File: src/rtl/rec_play_ctrl.sv
// Recorder transport controller: button-driven record/play/pause FSM that paces SRAM
// write/read strobes from the codec LR clock, with fast (skip) or slow (hold) playback.
module rec_play_ctrl #(
    parameter int ADDR_W   = 18,
    parameter int SYNC_LEN = 2
) (
    input  logic              clk,
    input  logic              reset,
    input  logic              play_btn,
    input  logic              record_btn,
    input  logic              lrc,
    input  logic [3:0]        speed,
    input  logic              speed_mode,
    output logic [ADDR_W-1:0] addr,
    output logic              wr_stb,
    output logic              rd_stb,
    output logic              record_en,
    output logic              play_en,
    output logic [ADDR_W:0]   rec_len,
    output logic              mem_full,
    output logic [2:0]        state
);

    typedef enum logic [2:0] {
        S_IDLE       = 3'd0,
        S_RECORD     = 3'd1,
        S_REC_PAUSE  = 3'd2,
        S_PLAY       = 3'd3,
        S_PLAY_PAUSE = 3'd4
    } state_t;

    localparam logic [ADDR_W-1:0] ADDR_MAX = {ADDR_W{1'b1}};

    state_t                state_q, state_d, cur_state;
    logic [ADDR_W-1:0]     addr_q, addr_d, next_addr_q, next_addr_d;
    logic [ADDR_W:0]       rec_len_q, rec_len_d, nxt;
    logic                  mem_full_q, mem_full_d;
    logic                  wr_stb_q, wr_stb_d, rd_stb_q, rd_stb_d;
    logic                  record_en_q, play_en_q;
    logic                  step_q, step_d, done_q, done_d;
    logic [3:0]            hold_q, hold_d, hold_eff, spd_eff;
    logic [4:0]            hold_inc;
    logic                  mode_q, mode_d;
    logic                  rec_prev_q, play_prev_q;
    logic [SYNC_LEN-1:0]   sync_q;
    logic                  lrc_prev_q, tick_q;
    logic                  rec_ev, play_ev;

    // Record wins a simultaneous press; the play press is dropped.
    assign rec_ev  = record_btn & ~rec_prev_q;
    assign play_ev = play_btn & ~play_prev_q & ~rec_ev;
    assign spd_eff = (speed == 4'd0) ? 4'd1 : speed;

    // A strobe issued last cycle is followed by one "step" cycle that applies the
    // precomputed address advance (or the end-of-take return to IDLE).
    always_comb begin
        // NOTE: every signal written here gets a default first so no latch is inferred.
        state_d     = state_q;
        cur_state   = state_q;
        addr_d      = addr_q;
        rec_len_d   = rec_len_q;
        mem_full_d  = mem_full_q;
        hold_d      = hold_q;
        mode_d      = mode_q;
        next_addr_d = next_addr_q;
        done_d      = done_q;
        step_d      = 1'b0;
        wr_stb_d    = 1'b0;
        rd_stb_d    = 1'b0;
        hold_eff    = hold_q;
        hold_inc    = 5'd0;
        nxt         = '0;

        if (step_q) begin
            if (done_q) begin
                cur_state = S_IDLE;
                state_d   = S_IDLE;
                addr_d    = '0;
            end else begin
                addr_d = next_addr_q;
            end
        end

        case (cur_state)
            S_IDLE: begin
                if (rec_ev) begin
                    state_d    = S_RECORD;
                    addr_d     = '0;
                    rec_len_d  = '0;
                    mem_full_d = 1'b0;
                end else if (play_ev && rec_len_q != '0) begin
                    state_d = S_PLAY;
                    addr_d  = '0;
                    hold_d  = 4'd0;
                end
            end
            S_RECORD: begin
                if (rec_ev) begin
                    state_d = S_IDLE;
                end else if (play_ev) begin
                    state_d = S_REC_PAUSE;
                end else if (tick_q) begin
                    wr_stb_d    = 1'b1;
                    step_d      = 1'b1;
                    rec_len_d   = {1'b0, addr_d} + (ADDR_W+1)'(1);
                    done_d      = (addr_d == ADDR_MAX);
                    next_addr_d = addr_d + ADDR_W'(1);
                    if (addr_d == ADDR_MAX) begin
                        mem_full_d = 1'b1;
                    end
                end
            end
            S_REC_PAUSE: begin
                if (rec_ev) begin
                    state_d = S_IDLE;
                end else if (play_ev) begin
                    state_d = S_RECORD;
                end
            end
            S_PLAY: begin
                if (rec_ev) begin
                    state_d = S_IDLE;
                    addr_d  = '0;
                end else if (play_ev) begin
                    state_d = S_PLAY_PAUSE;
                end else if (tick_q) begin
                    rd_stb_d = 1'b1;
                    step_d   = 1'b1;
                    mode_d   = speed_mode;
                    hold_eff = (speed_mode != mode_q) ? 4'd0 : hold_q;
                    hold_inc = {1'b0, hold_eff} + 5'd1;
                    if (!speed_mode) begin
                        nxt    = {1'b0, addr_d} + (ADDR_W+1)'(spd_eff);
                        hold_d = hold_eff;
                    end else if (hold_inc >= {1'b0, spd_eff}) begin
                        nxt    = {1'b0, addr_d} + (ADDR_W+1)'(1);
                        hold_d = 4'd0;
                    end else begin
                        nxt    = {1'b0, addr_d};
                        hold_d = hold_inc[3:0];
                    end
                    done_d      = (nxt >= rec_len_q);
                    next_addr_d = nxt[ADDR_W-1:0];
                end
            end
            S_PLAY_PAUSE: begin
                if (rec_ev) begin
                    state_d = S_IDLE;
                    addr_d  = '0;
                end else if (play_ev) begin
                    state_d = S_PLAY;
                end
            end
            default: begin
                state_d = S_IDLE;
                addr_d  = '0;
            end
        endcase
    end

    always_ff @(posedge clk or posedge reset) begin
        if (reset) begin
            state_q     <= S_IDLE;
            addr_q      <= '0;
            rec_len_q   <= '0;
            mem_full_q  <= 1'b0;
            wr_stb_q    <= 1'b0;
            rd_stb_q    <= 1'b0;
            record_en_q <= 1'b0;
            play_en_q   <= 1'b0;
            step_q      <= 1'b0;
            done_q      <= 1'b0;
            next_addr_q <= '0;
            hold_q      <= 4'd0;
            mode_q      <= 1'b0;
            rec_prev_q  <= 1'b0;
            play_prev_q <= 1'b0;
            sync_q      <= '0;
            lrc_prev_q  <= 1'b0;
            tick_q      <= 1'b0;
        end else begin
            // NOTE: state registers use non-blocking assignment so every flop samples pre-edge values.
            state_q     <= state_d;
            addr_q      <= addr_d;
            rec_len_q   <= rec_len_d;
            mem_full_q  <= mem_full_d;
            wr_stb_q    <= wr_stb_d;
            rd_stb_q    <= rd_stb_d;
            record_en_q <= (state_d == S_RECORD) || (state_d == S_REC_PAUSE);
            play_en_q   <= (state_d == S_PLAY) || (state_d == S_PLAY_PAUSE);
            step_q      <= step_d;
            done_q      <= done_d;
            next_addr_q <= next_addr_d;
            hold_q      <= hold_d;
            mode_q      <= mode_d;
            rec_prev_q  <= record_btn;
            play_prev_q <= play_btn;
            sync_q      <= {sync_q[SYNC_LEN-2:0], lrc};
            lrc_prev_q  <= sync_q[SYNC_LEN-1];
            tick_q      <= sync_q[SYNC_LEN-1] & ~lrc_prev_q;
        end
    end

    assign addr      = addr_q;
    assign wr_stb    = wr_stb_q;
    assign rd_stb    = rd_stb_q;
    assign record_en = record_en_q;
    assign play_en   = play_en_q;
    assign rec_len   = rec_len_q;
    assign mem_full  = mem_full_q;
    assign state     = state_q;

endmodule

File: config.mk
export PLATFORM = sky130hd
export DESIGN_NAME = rec_play_ctrl
export DESIGN_NICKNAME = d
export VERILOG_FILES = /design/src/rtl/rec_play_ctrl.sv
export SDC_FILE = /design/constraint.sdc
export NUM_CORES = 1
export LEC_CHECK = 0
export CAP_MARGIN = 0
export CORE_ASPECT_RATIO = 1.1
export CORE_MARGIN = 3
export CORE_UTILIZATION = 40
export CTS_CLUSTER_SIZE = 20
export DETAILED_ROUTE_END_ITERATION = 10
export PLACE_DENSITY_LB_ADDON = 0.12
export SKIP_LAST_GASP = 1
export SYNTH_ARGS = -nofsm -noshare
export SYNTH_HDL_FRONTEND = slang
export SYNTH_SLANG_ARGS = --single-unit
export TNS_END_PERCENT = 100
File: constraint.sdc
create_clock -name clk -period 13.7 [get_ports clk]
set_input_delay 2.74 -clock clk [delete_from_list [all_inputs] [get_ports clk]]
set_output_delay 2.74 -clock clk [all_outputs]
set_load 0.05 [all_outputs]
==> flow_summary.rst <==
.. list-table::
   :header-rows: 1

   * - Metric
     - Value
   * - Run status
     - completed
   * - IO Count
     - 55
   * - CP startpoint
     - speed_mode
   * - Yosys warning count
     - 0
   * - PnR worst setup slack
     - roughly 5700 ps
   * - Post-CTS sizing
     - 0
   * - Area growth, synth to finish
     - 17.7%
   * - Post-detail-place hpwl
     - 11,000 µm
   * - Worst setup EP type
     - flop
   * - Number of buffers inserted by hold repair at cts
     - 0
   * - Overflow left after global routing
     - 0
   * - Number of failing hold endpoints at the final stage
     - 0
   * - Max cap viols
     - 0
   * - Setup repair after global routing missed its margin
     - no
   * - Clock insertion delay at the later pin of the skew report
     - roughly 350 ps
   * - Endpoint of the worst setup timing path
     - done_q
   * - Maximum clock path buffer count
     - 2
   * - Worst setup slack before clock tree synthesis
     - around 5400 ps
   * - Core region area
     - between 10,000 and 15,000 µm²
   * - Chip height
     - 125 µm
   * - Ratio of final minimum period to clock period
     - 0.585
   * - Dominant register cell in the synthesized netlist
     - sky130_fd_sc_hd__dfrtp_1
   * - EDFF count, synth
     - 0
   * - Total power density per cell area
     - 122 nW/µm²
   * - Commonest cells in the netlist
     - sky130_fd_sc_hd__dfrtp_1 (76), sky130_fd_sc_hd__nor2_1 (47), sky130_fd_sc_hd__o21ai_0 (43)
   * - Family with the most delay on the worst path
     - compound AO/OA/AOI/OAI gates
   * - Buffers inserted by post-CTS timing repair
     - 0
   * - Most common cell in the netlist
     - sky130_fd_sc_hd__dfrtp_1
   * - Area after DPL
     - roughly 5800 µm²
   * - Slowest cell on the critical path
     - sky130_fd_sc_hd__clkdlybuf4s50_1
   * - Root Buffer
     - sky130_fd_sc_hd__clkbuf_16
   * - Depth of the worst register-to-register path
     - 18
   * - Deepest level of the CTS H-tree
     - 3
   * - GP Congestion
     - 0.922
   * - Part of the Yosys area used for sequential elements
     - 0.369
   * - Highest ir drop seen on vdd
     - approximately 0.058 mV
   * - Combined area of the multi-input logic cells
     - a little under 3000 µm²
   * - Number of detailed-route iterations in the first pass
     - 5
   * - Post-detailed-route wirelength per cell
     - slightly below 20 µm
   * - Global-route wire length before repair
     - ~24,000 µm
   * - Max Clock Skew
     - just over 8 ps
   * - Combined global-route utilization of all metal layers
     - 0.218
   * - TritonCTS clock tree
     - built
   * - Cells along the critical path
     - clkdlybuf4s50_1 > xnor2_1 > and2_1 > ha_1 > ha_1 > a2111oi_2 > o22a_1 > mux2_2 > mux2_2 > ha_1 > nor2b_1 > o21a_1 > o211ai_1 > a221oi_1 > a2111oi_0 > o211ai_1 > a221o_1
   * - Most frequent cell on the critical path
     - sky130_fd_sc_hd__ha_1
   * - Startpoint of the worst register-to-register path
     - done_q
   * - Share of synthesized cell area in and, or, nand and nor gates
     - 0.211
   * - Average size of a mapped cell
     - just under 9 µm²
   * - Maximum number of pins on one net before global-route repair
     - 77
   * - Number of pins exceeding their max-slew limit in the final report
     - 0
   * - Register-to-register setup slack
     - 8440 ps
   * - Worst Max-Slew Pin Slew
     - about 1000 ps
   * - DRC viols
     - 0
   * - Final hold slack
     - ~350 ps
   * - Fraction of synthesized cell area in xor and xnor cells
     - 0.0628
   * - Worst hold-check path type
     - reg2reg
   * - Required time of the critical path
     - 13,940 ps
   * - Endpoint of the worst-slack reg-to-reg timing path
     - done_q
   * - Number of setup violations in the final report
     - 0
   * - Number of distinct standard cells referenced by the synthesized netlist
     - 77
   * - Routed via count divided by cell count
     - roughly 5.9
   * - Register bit count reported by yosys
     - 76
   * - Initial antenna violation count
     - 0
   * - Final cell count without fillers
     - 781
   * - Fraction of synthesized cell area taken by the top area cell type
     - 0.369
   * - Logic depth of the worst path, buffers included
     - 17
   * - Die Footprint
     - 14,300 µm²
   * - Layout Nets
     - 662
   * - Multiplexer share of the synthesized area
     - 0.0109
   * - Headroom to the max-slew limit
     - 0.328
   * - Top cells by area, synth
     - sky130_fd_sc_hd__dfrtp_1 (37%), sky130_fd_sc_hd__ha_1 (7.0%), sky130_fd_sc_hd__xnor2_1 (4.8%)
   * - Utilization after layout
     - 0.494
   * - FF/Latch Area
     - 1900 µm²
   * - Share of synthesized registers carrying an async set or reset
     - 1.00
   * - Timing-limited maximum frequency
     - roughly 0.12 GHz
   * - Area of all placed cells without fillers
     - between 6000 and 7000 µm²
   * - Number of instances in the synthesized netlist
     - about 580
   * - Leakage power summed over all cells
     - ~2.7 nW
   * - Fraction of layout instances using a drive strength above 1
     - 0.0813
   * - Cell accounting for the most synthesized area
     - sky130_fd_sc_hd__dfrtp_1
   * - Via count
     - 4,579
   * - Initial Util
     - 0.420
   * - Number of buffers and inverters on the critical path
     - 1
   * - Category of the worst setup path launch point
     - primary input
   * - Via count of the first global-routing pass
     - 4,614
   * - Largest family of logic cells by synthesized area
     - compound AO/OA/AOI/OAI gates
   * - Area of the mapped netlist
     - roughly 5200 µm²
   * - Max Fanout on Critical Path
     - 24
   * - Total wirelength of the detailed-routed design
     - approximately 15,000 µm
   * - Antenna fix cells
     - 0
   * - Syn_nets
     - between 600 and 700
   * - Kind of critical path
     - in2reg
   * - Die Width
     - around 110 µm
   * - Floorplan row count
     - 42
   * - Setup Total Neg Slack
     - 0 ps
   * - Count of antenna-violating nets left after detailed routing
     - 0
   * - IO Port Bufs
     - 54
   * - Synth Area in Compound Gates
     - 0.215
   * - Synthesized-area fraction occupied by adder cells
     - 0.0742
   * - Cell count after placement
     - 765
   * - Arrival time reported for the critical path endpoint
     - 8260 ps
   * - Clock sinks
     - 76
   * - Crit path largest cell delay
     - ~860 ps
   * - Design Power
     - between 0.7 and 0.8 mW
   * - Minimum clock period after layout
     - between 8000 and 9000 ps
   * - Fillers
     - ~1.2k
   * - Clock transition at the registers of the reported paths
     - 60 ps
   * - Number of CTS-inserted buffers
     - 9
   * - Iteration-0 DRC count of the detailed router
     - about 420
## kinds of logic (layout without fill, tap and decap cells)
| group | Yosys count | in the layout |
|---|---|---|
| xor+xnor | 37 | 37 |
| flops | 76 | 76 |
| buf+inv | 70 | 118 |
| simple gates | 202 | 202 |
| fa+ha+maj | 30 | 30 |
| mux | 5 | 5 |
| compound gates | 159 | 159 |
## registers in the layout (all words and copies together) (netlist names), 2 cells and up
name	cells
hold_q	4
rec_len	19
addr	18
sync_q	2
state	3
next_addr_q	18
## worst min-delay path by stage
| stage | from | endpoint | slack (ps) | cells after the start |
|---|---|---|---|---|
| 2_1_floorplan | sync_q[0] | sync_q[1] | 330 | 0 |
| 3_3_place_gp | sync_q[0] | sync_q[1] | 340 | 0 |
| 3_5_place_dp | sync_q[0] | sync_q[1] | 340 | 0 |
| 4_1_cts | sync_q[0] | sync_q[1] | 360 | 0 |
| 5_1_grt | sync_q[0] | sync_q[1] | 360 | 0 |
| 6_report | sync_q[0] | sync_q[1] | 350 | 0 |
## final cells by class
cell class                 count  area share
multi-input combinational    433       0.488
sequential                    76       0.313
timing repair buffer          61      0.0977
clock buffer                  14      0.0418
tap                          154      0.0317
inverter                      41      0.0256
clock inverter                 2     0.00165
## routing by layer
layer / up-vias / share of wire / track usage
li1: 2156 / - / -
met1: 2248 / 0.42 / 0.282
met2: 142 / 0.50 / 0.352
met3: 33 / 0.049 / 0.0314
met4: 0 / 0.032 / 0.109
met5: - / 0 / 0
## where the power goes
group | internal, mW | switching [mW]
sequential | 0.247 | 0.0277
combinational | 0.0882 | 0.154
clock | 0.127 | 0.0935
total | 0.463 | 0.275
## worst reg2reg max path: cells and delay by family, from the launching register on
family,cells,cell delay (ps)
xor+xnor,1,240
simple gates,1,80
compound gates,10,2860
fa+ha+maj,3,1000
flops,1,330
buf+inv,3,660
## placed cells by master (no fill, tap or decap), types with 7 or more instances in the layout
cell type,count
sky130_fd_sc_hd__nor2_1,47
sky130_fd_sc_hd__nand2_1,40
sky130_fd_sc_hd__inv_1,38
sky130_fd_sc_hd__ha_1,29
sky130_fd_sc_hd__nor2b_1,17
sky130_fd_sc_hd__a21o_1,7
sky130_fd_sc_hd__buf_4,7
sky130_fd_sc_hd__o31ai_1,7
sky130_fd_sc_hd__dfrtp_1,76
sky130_fd_sc_hd__o21a_1,7
sky130_fd_sc_hd__nand2b_1,9
sky130_fd_sc_hd__nor3_1,8
sky130_fd_sc_hd__xor2_1,9
sky130_fd_sc_hd__clkdlybuf4s50_1,54
sky130_fd_sc_hd__clkbuf_16,9
sky130_fd_sc_hd__a21oi_1,29
sky130_fd_sc_hd__xnor2_1,28
sky130_fd_sc_hd__nand3_1,26
sky130_fd_sc_hd__o21ai_0,43
No activity file was read; power rests on OpenSTA's default activity.
